### src/rtl/fir_bus_pkg.sv
// Shared types and constants for the FIR coefficient/RAM control bus.
// Both the bus master and its index counter import this package.
package fir_bus_pkg;

    localparam int NUM_COEFF     = 40;
    localparam int TAPS_PER_BANK = 10;
    localparam int DATA_W        = 16;
    localparam int ADDR_W        = 4;
    localparam int IDX_W         = 6;

    localparam logic [IDX_W-1:0]  IDX_LAST  = IDX_W'(NUM_COEFF - 1);
    localparam logic [ADDR_W-1:0] ADDR_LAST = ADDR_W'(TAPS_PER_BANK - 1);

    typedef enum logic [2:0] {
        IDLE,
        LOAD,
        ARM,
        WRITE,
        END,
        RUN,
        READ
    } state_e;

    typedef struct packed {
        logic              flag;
        logic              csn;
        logic              wrn;
        logic [ADDR_W-1:0] addr;
        logic [DATA_W-1:0] data;
        logic [IDX_W-1:0]  num;
    } bus_t;

    // Bus value seen by the receiver whenever no session or sweep is active.
    localparam bus_t BUS_IDLE = '{flag: 1'b0, csn: 1'b1, wrn: 1'b1,
                                  addr: '0, data: '0, num: '0};

endpackage

### src/rtl/coeff_index_counter.sv
// Global coefficient index plus bank-local address that wraps at the bank size.
// Exposes next-state values so the owner can register its outputs in step.
module coeff_index_counter
    import fir_bus_pkg::*;
(
    input  logic              clk,
    input  logic              rst_n,
    input  logic              clear,
    input  logic              incr,
    output logic [IDX_W-1:0]  idx_next,
    output logic [ADDR_W-1:0] addr_next,
    output logic              idx_last,
    output logic              addr_last
);

    logic [IDX_W-1:0]  idx_q,  idx_d;
    logic [ADDR_W-1:0] addr_q, addr_d;

    // NOTE: every variable gets a default at the top of always_comb so no path leaves it unassigned (no latch).
    always_comb begin
        idx_d  = idx_q;
        addr_d = addr_q;
        if (clear) begin
            idx_d  = '0;
            addr_d = '0;
        end else if (incr) begin
            idx_d  = idx_q + IDX_W'(1);
            addr_d = (addr_q == ADDR_LAST) ? '0 : addr_q + ADDR_W'(1);
        end
    end

    // NOTE: sequential state uses non-blocking assignments so all flops update together at the edge.
    always_ff @(posedge clk or negedge rst_n) begin
        if (!rst_n) begin
            idx_q  <= '0;
            addr_q <= '0;
        end else begin
            idx_q  <= idx_d;
            addr_q <= addr_d;
        end
    end

    assign idx_next  = idx_d;
    assign addr_next = addr_d;
    assign idx_last  = (idx_q == IDX_LAST);
    assign addr_last = (addr_q == ADDR_LAST);

endmodule

### src/rtl/coeff_bus_master.sv
// Initiator of the FIR coefficient/RAM bus: runs coefficient-update sessions
// from a valid/ready stream and a 10-address read sweep per sample strobe.
module coeff_bus_master
    import fir_bus_pkg::*;
(
    input  logic              iClk_12M,
    input  logic              iRsn,
    input  logic              iUpdateReq,
    input  logic              iCoeffValid,
    input  logic [DATA_W-1:0] iCoeffData,
    output logic              oCoeffReady,
    input  logic              iEnSample_600k,
    output logic              oCoeffiUpdateFlag,
    output logic              oCsnRam,
    output logic              oWrnRam,
    output logic [ADDR_W-1:0] oAddrRam,
    output logic [DATA_W-1:0] oWrDtRam,
    output logic [IDX_W-1:0]  oNumOfCoeff,
    output logic              oBusy,
    output logic              oUpdateDone,
    output logic              oOverrun
);

    state_e            state_q, state_d;
    bus_t              bus_q, bus_d;
    logic              ready_q, ready_d;
    logic              busy_q, busy_d;
    logic              done_q, done_d;
    logic              overrun_q, overrun_d;
    logic              pending_q, pending_d;
    logic [DATA_W-1:0] data_nxt;

    logic              cnt_clear, cnt_incr;
    logic [IDX_W-1:0]  idx_next;
    logic [ADDR_W-1:0] addr_next;
    logic              idx_last, addr_last;
    logic              hs;

    coeff_index_counter u_cnt (
        .clk       (iClk_12M),
        .rst_n     (iRsn),
        .clear     (cnt_clear),
        .incr      (cnt_incr),
        .idx_next  (idx_next),
        .addr_next (addr_next),
        .idx_last  (idx_last),
        .addr_last (addr_last)
    );

    assign hs = iCoeffValid && ready_q;

    always_comb begin
        state_d   = state_q;
        pending_d = pending_q;
        overrun_d = overrun_q;
        cnt_clear = 1'b0;
        cnt_incr  = 1'b0;
        data_nxt  = bus_q.data;

        case (state_q)
            IDLE: begin
                cnt_clear = 1'b1;
                if (iUpdateReq) state_d = LOAD;
            end
            LOAD: begin
                cnt_clear = 1'b1;
                if (hs) begin
                    state_d  = ARM;
                    data_nxt = iCoeffData;
                end
            end
            ARM:  state_d = WRITE;
            WRITE: begin
                if (idx_last) begin
                    state_d = END;
                end else if (hs) begin
                    cnt_incr = 1'b1;
                    data_nxt = iCoeffData;
                end
            end
            END: begin
                cnt_clear = 1'b1;
                state_d   = RUN;
            end
            RUN: begin
                cnt_clear = 1'b1;
                // The sample strobe wins; a coincident update request waits in pending.
                if (iEnSample_600k) begin
                    state_d = READ;
                    if (iUpdateReq) pending_d = 1'b1;
                end else if (iUpdateReq || pending_q) begin
                    state_d   = LOAD;
                    pending_d = 1'b0;
                end
            end
            READ: begin
                if (addr_last) state_d = RUN;
                else           cnt_incr = 1'b1;
                if (iEnSample_600k) overrun_d = 1'b1;
                if (iUpdateReq)     pending_d = 1'b1;
            end
            default: state_d = IDLE;
        endcase

        // Outputs are derived from the next state so the registered bus lines up with state_q.
        bus_d = BUS_IDLE;
        case (state_d)
            ARM, WRITE: begin
                bus_d.flag = 1'b1;
                bus_d.csn  = 1'b0;
                bus_d.wrn  = 1'b0;
                bus_d.addr = addr_next;
                bus_d.data = data_nxt;
                bus_d.num  = idx_next;
            end
            READ: begin
                bus_d.csn  = 1'b0;
                bus_d.addr = addr_next;
            end
            default: bus_d = BUS_IDLE;
        endcase

        ready_d = (state_d == LOAD) || ((state_d == WRITE) && (idx_next != IDX_LAST));
        busy_d  = !((state_d == IDLE) || (state_d == RUN));
        done_d  = (state_d == END);
    end

    always_ff @(posedge iClk_12M or negedge iRsn) begin
        if (!iRsn) begin
            state_q   <= IDLE;
            bus_q     <= BUS_IDLE;
            ready_q   <= 1'b0;
            busy_q    <= 1'b0;
            done_q    <= 1'b0;
            overrun_q <= 1'b0;
            pending_q <= 1'b0;
        end else begin
            state_q   <= state_d;
            bus_q     <= bus_d;
            ready_q   <= ready_d;
            busy_q    <= busy_d;
            done_q    <= done_d;
            overrun_q <= overrun_d;
            pending_q <= pending_d;
        end
    end

    assign oCoeffiUpdateFlag = bus_q.flag;
    assign oCsnRam           = bus_q.csn;
    assign oWrnRam           = bus_q.wrn;
    assign oAddrRam          = bus_q.addr;
    assign oWrDtRam          = bus_q.data;
    assign oNumOfCoeff       = bus_q.num;
    assign oCoeffReady       = ready_q;
    assign oBusy             = busy_q;
    assign oUpdateDone       = done_q;
    assign oOverrun          = overrun_q;

endmodule

### config.mk
export PLATFORM = sky130hd
export DESIGN_NAME = coeff_bus_master
export DESIGN_NICKNAME = d
export VERILOG_FILES = /design/src/rtl/fir_bus_pkg.sv /design/src/rtl/coeff_index_counter.sv /design/src/rtl/coeff_bus_master.sv
export SDC_FILE = /design/constraint.sdc
export NUM_CORES = 1
export LEC_CHECK = 0
export ABC_AREA = 0
export CAP_MARGIN = 0
export CORE_MARGIN = 5
export CORE_UTILIZATION = 48
export CTS_CLUSTER_DIAMETER = 50
export CTS_CLUSTER_SIZE = 12
export DETAILED_ROUTE_END_ITERATION = 10
export GPL_ROUTABILITY_DRIVEN = 0
export PLACE_DENSITY_LB_ADDON = 0.05
export SETUP_SLACK_MARGIN = 0.15
export SLEW_MARGIN = 20
export SYNTH_ARGS = -nofsm -noshare
export SYNTH_HDL_FRONTEND = slang
export SYNTH_SLANG_ARGS = --single-unit
### constraint.sdc
create_clock -name iClk_12M -period 2.7 [get_ports iClk_12M]
set_input_delay 0.27 -clock iClk_12M [delete_from_list [all_inputs] [get_ports iClk_12M]]
set_output_delay 0.27 -clock iClk_12M [all_outputs]
set_load 0.005 [all_outputs]
======== Yosys cells after proc, flatten, opt, wreduce, memory -nomap -nowiden ========
Cells that the tools add are included.
W data, S select, Z words.
word-level totals
  memories ................................ 0
  input bits .............................. 21
  ROM bits ................................ 0
  latch bits .............................. 0
  flip-flop bits (word level) ............. 47
  logic and storage cells ................. 78
  bits in writable memories ............... 0
  output and inout port bits .............. 33
cells by class
  add/sub/neg operators ................... 2
  magnitude comparators ................... 0
  divide/modulo/power cells ............... 0
  equality and inequality tests ........... 18
  $mul .................................... 0
  shift-type cells ........................ 0
  bitwise logic cells ..................... 0
  muxes and demuxes ....................... 29
  reductions and logical operators ........ 15
operators by type and width
  operator               number
  $mux W16               2
  $pmux W16 S2           1
  $mux W22               1
  $pmux W3 S7            1
  $eq A3 B3 Y1 const B   6
  $mux W3                6
  $mux W4                4
  $eq A3 B2 Y1 const B   4
  $mux W6                2
  $mux W1                10
  $add A6 B1 Y6 const B  1
  $eq A3 B1 Y1 const B   2
  $eq A6 B6 Y1 const B   1
  $logic_not A3 Y1       2
  $ne A3 B3 Y1 const B   2
  $ne A6 B6 Y1 const B   1
  $reduce_and A2 Y1      3
  $add A4 B1 Y4 const B  1
  $eq A4 B4 Y1 const B   1
  $pmux W1 S2            2
  $reduce_or A4 Y1       1
  $logic_or A1 B1 Y1     3
  $ne A3 B1 Y1 const B   1
  $reduce_or A3 Y1       1
  4 further kinds        5

======== Depth between registers and ports, before layout ========
  depth after elaboration ................. 9
  depth in mapped cells ................... 8

======== Modules after synthesis ========
A second synthesis with hierarchy kept.
second synthesis, totals
  cells, all modules ...................... 179
  area total of the unflattened synthesis .. 2055.7 µm²
modules (own cells, without submodules)
  module               seq. area each (µm²)  cells an instance  area an instance (µm²)  instances
  coeff_bus_master     928.4                 130                1559.0                  1
  coeff_index_counter  250.2                 49                 496.7                   1

======== Worst setup path after synthesis ========
No wires, ideal clock.
  path kind ............................... register -> register
  start point ............................. register u_cnt.idx_q[0]
  end point ............................... register ready_q, in the netlist oCoeffReady
  slack ................................... 0.774 ns
  arrival ................................. 1.777 ns
  path buffers ............................ 0
  cell stages (with the launch flop) ...... 7
  path through ............................ dfrtp_1 > ha_1 > nand4b_1 > o21a_1 > or3_1 > a2111oi_2 > a41oi_1
between the ends
  longest elaborated chain between the ends .. 8
  elaborated cells between the ends (all ways) .. 13
  those cells by class .................... add/sub: 1; eq/ne: 4; mux: 6; reduce/logical: 2
ends and longest elaborated chain
  element                 RTL line                   source
  start, declared         coeff_index_counter.sv:16  logic [IDX_W-1:0] idx_q, idx_d;
  start signal, assigned  coeff_index_counter.sv:38  idx_q <= idx_d;
  $eq A6 B6 Y1            coeff_index_counter.sv:45  assign idx_last = (idx_q == IDX_LAST);
  $mux W1                 coeff_bus_master.sv:74     if (idx_last) begin
  $pmux W1 S2             coeff_bus_master.sv:60     case (state_q)
  $mux W6                 coeff_index_counter.sv:26  end else if (incr) begin
  $mux W6                 coeff_index_counter.sv:23  if (clear) begin
  $ne A6 B6 Y1            coeff_bus_master.sv:123    ready_d = (state_d == LOAD) || ((state_d == WRITE) && (idx_next != IDX_LAST));
  $logic_and A1 B1 Y1     coeff_bus_master.sv:123
  $logic_or A1 B1 Y1 *    coeff_bus_master.sv:123
  named net ready_d       coeff_bus_master.sv:26     logic ready_q, ready_d;
  end signal, assigned    coeff_bus_master.sv:140    ready_q <= ready_d;
  end, declared           coeff_bus_master.sv:26
The timed path passes the listed nets; every way through them passes the cells marked *.
A chain may end at the register's enable or synchronous reset.

==> impl_metrics.csv <==
group,metric,value,unit
critical_path,worst_ep_arrival_time,2.33,ns
synth,ys_warn_count,0,
critical_path,worstSetupEndpointType,"flip-flop",
run_status,outcome,"finished, violations left",
critical_path,critPathRequiredTime,2.87,ns
route,drc_errors,0,
power,p_leak,0.00120,uW
sta,worst-slew-pin-transition,0.607,ns
grt,grtUsageTotal,0.167,
critical_path,cp-endpoint,"oNumOfCoeff[1]$_DFF_PN0_",
placement,dpl-instance-area,2660,sq um
layout,drive_gt1_frac,0.0749,
sta,fmax,0.462,GHz
synth,synth.avg_cell_area,9.83,sq um
grt,grt_max_degree,48,
critical_path,worst_r2r_path_depth,7,
critical_path,cp-start-kind,"flip-flop",
critical_path,reg2reg_to,"oNumOfCoeff[1]$_DFF_PN0_",
critical_path,reg2reg_slack,0.53,ns
clock_tree,numClockSinks,47,
synth,synthCells,213,
critical_path,startpoint,"u_cnt.idx_q[0]$_DFF_PN0_",
critical_path,timing.rr.start,"u_cnt.idx_q[0]$_DFF_PN0_",
layout,fin_nets,288,
power,power_density,1150,nW/um^2
route,drt-total-wl,4.67,mm
synth,netlist_area,2090,sq um
route,vias_per_cell,5.37,
layout,fin_area,2780,sq um
synth,yosys_most_used_dff,"dfrtp_1",
synth,ys_seq_area_frac,0.563,
clock_tree,cts_buffer_depth,2,
clock_tree,cts_tree,"built",
sta,layout_min_cycle_time,2.17,ns
floorplan,die_w,76.1,microns
clock_tree,insertion_delay,0.30,ns
sta,hold_violations,45,
layout,synthToLayoutAreaGrowth,32.5,%
grt,antenna_found_initial,0,
route,wl_per_cell,14.6,microns
grt,grt_pass1_vias,1701,
route,num_vias,1713,
clock_tree,cts_resized,0,
layout,mostFrequentLayoutCells,"clkdlybuf4s50_1 (52), dfrtp_1 (45), nand2_1 (40)",
floorplan,start_util,0.488,
floorplan,fp.dieArea,5780,sq um
clock_tree,cts.hold.buffers_added,0,
route,dr.first_iter.drc_count,88,
clock_tree,clk_pin_slew,0.08,ns
flow_run,cap_viol_max_count,0,
sta,worst_clock_skew,0.00631,ns
power,peakVddDrop,0.000558,V
sta,hold_ws,-0.0394,ns
grt,grt_pass1_wl,8.20,mm
clock_tree,cts_setup_buffers,0,
grt,grt_overflow,0,
critical_path,worst-path-max-fanout,18,
sta,finalSetupTns,0,ns
clock_tree,clockRootBuffer,"clkbuf_8",
route,ant_nets,0,
floorplan,rows,24,
run_status,failed_checks,"hold timing",
sta,setup_viol,0,
placement,dpl.hpwl,3.28,mm
synth,synth_edf_count,0,
synth,syn-num-nets,235,
synth,synth_cell_type_count,48,
synth,postSynth.asyncResetShare,1.00,
layout,layout.cells.most_common,"clkdlybuf4s50_1",
sta,max_slew_margin,0.592,
synth,ys_ff_latch,47,
floorplan,ios,54,
clock_tree,cts-buffers-inserted,5,
floorplan,die_h,76.1,microns
sta,maxSlewViolCount,0,
floorplan,coreArea,4290,sq um
route,firstDrtPassIters,4,
clock_tree,htreeDepth,2,
sta,rsz0062_at_grt,"false",
critical_path,worstSetupPathType,"reg2reg",
placement,io_buffers,53,
worst_hold_path,hold_class,"in2async",
sta,finalCritPeriodShare,0.802,
layout,antenna_cells,0,
==> logic make-up (layout without fill, tap and decap cells) <==
logic type / Yosys count / count (layout) / synth area share
AOI/OAI and AO/OA: 56 / 56 / 0.168
xor gates and xnor gates: 4 / 4 / 0.0167
adders and majority gates: 1 / 1 / 0.00597
buffers and inverters: 16 / 70 / 0.0341
DFF: 47 / 47 / 0.563
muxes: 2 / 2 / 0.00956
and+or+nand+nor: 87 / 87 / 0.203
==> critical path: stages, from the launching register on <==
cell and delay, ns:
dfrtp_1 0.43, ha_1 0.23, nand4b_1 0.23, nor2_1 0.37, a32oi_1 0.20, nor2b_2 0.22
inv_2 0.26, nor3_1 0.09
==> cells in the mapped netlist (2+ instances only) <==
| library cell | n | area, sq um |
|---|---|---|
| and3_1 | 3 | 18.8 |
| o21ai_0 | 9 | 45.0 |
| dfstp_2 | 2 | 52.6 |
| a31oi_1 | 2 | 12.5 |
| nand2b_1 | 2 | 12.5 |
| o211ai_1 | 4 | 30.0 |
| and2_1 | 4 | 25.0 |
| dfrtp_1 | 45 | 1130 |
| clkbuf_1 | 5 | 18.8 |
| inv_2 | 2 | 7.51 |
| nor2b_1 | 4 | 25.0 |
| nand4_1 | 2 | 12.5 |
| buf_2 | 3 | 15.0 |
| xnor2_1 | 3 | 26.3 |
| a21oi_1 | 25 | 125 |
| inv_1 | 5 | 18.8 |
| nand2_1 | 40 | 150 |
| nor2_1 | 20 | 75.1 |
| mux2i_1 | 2 | 20.0 |
| o31ai_1 | 2 | 15.0 |
| o22ai_1 | 2 | 12.5 |
==> worst min path at each step <==
stage	slack, ns	to	depth (start not counted)	startpoint
global route	0.01	oWrDtRam[0]$_DFFE_PN0P_	1	iRsn
finish	-0.04	oWrDtRam[0]$_DFFE_PN0P_	1	iRsn
detailed placement	0.45	oOverrun$_DFFE_PN0P_	1	oOverrun$_DFFE_PN0P_
CTS	0.17	oWrDtRam[0]$_DFFE_PN0P_	1	iRsn
floorplan	-0.03	oAddrRam[0]$_DFF_PN0_	0	iRsn
global placement	0.45	oOverrun$_DFFE_PN0P_	1	oOverrun$_DFFE_PN0P_
==> metrics by stage <==
step | utilization | hold slack (ns) | setup WS (ns) | power, uW | std cells
after floorplan | - | -0.0256 | 0.774 | 2010 | 213
after global placement | 0.618 | 0.445 | 0.554 | 2660 | 311
after detailed placement | 0.618 | 0.455 | 0.524 | 2680 | 311
after CTS | 0.646 | 0.173 | 0.538 | 3220 | 319
after global routing | 0.646 | 0.0105 | 0.364 | 3430 | 319
final | 0.646 | -0.0394 | 0.534 | 3180 | 319
==> per-layer routing <==
metal / track usage / vias up / share of wire
met5: 0 / - / 0
met4: 0.0315 / 0 / 0.0058
met3: 0.0485 / 2 / 0.065
met2: 0.266 / 54 / 0.47
met1: 0.229 / 813 / 0.46
li1: - / 844 / -
==> area by class of cell <==
| type | count | area (sq um) |
|---|---|---|
| fill | 387 | 1520 |
| sequential | 47 | 1180 |
| multi-input combinational | 150 | 845 |
| timing repair buffer | 55 | 543 |
| clock buffer | 6 | 82.6 |
| tap | 52 | 65.1 |
| clock inverter | 2 | 35.0 |
| inverter | 7 | 26.3 |
==> power by group <==
part	internal (uW)	leakage, uW	switching [uW]
logic	743	0.000567	662
clock network	300	0.0000612	227
registers	1020	0.000572	227
==> registers in the layout, summed over array words and instances, names as in the netlist <==
register,cells
oAddrRam,4
oBusy,1
oCoeffReady,1
oCoeffiUpdateFlag,1
oCsnRam,1
oNumOfCoeff,6
oOverrun,1
oUpdateDone,1
oWrDtRam,16
oWrnRam,1
pending_q,1
state_q,3
u_cnt.addr_q,4
u_cnt.idx_q,6
(Power assumes the default switching activity.)
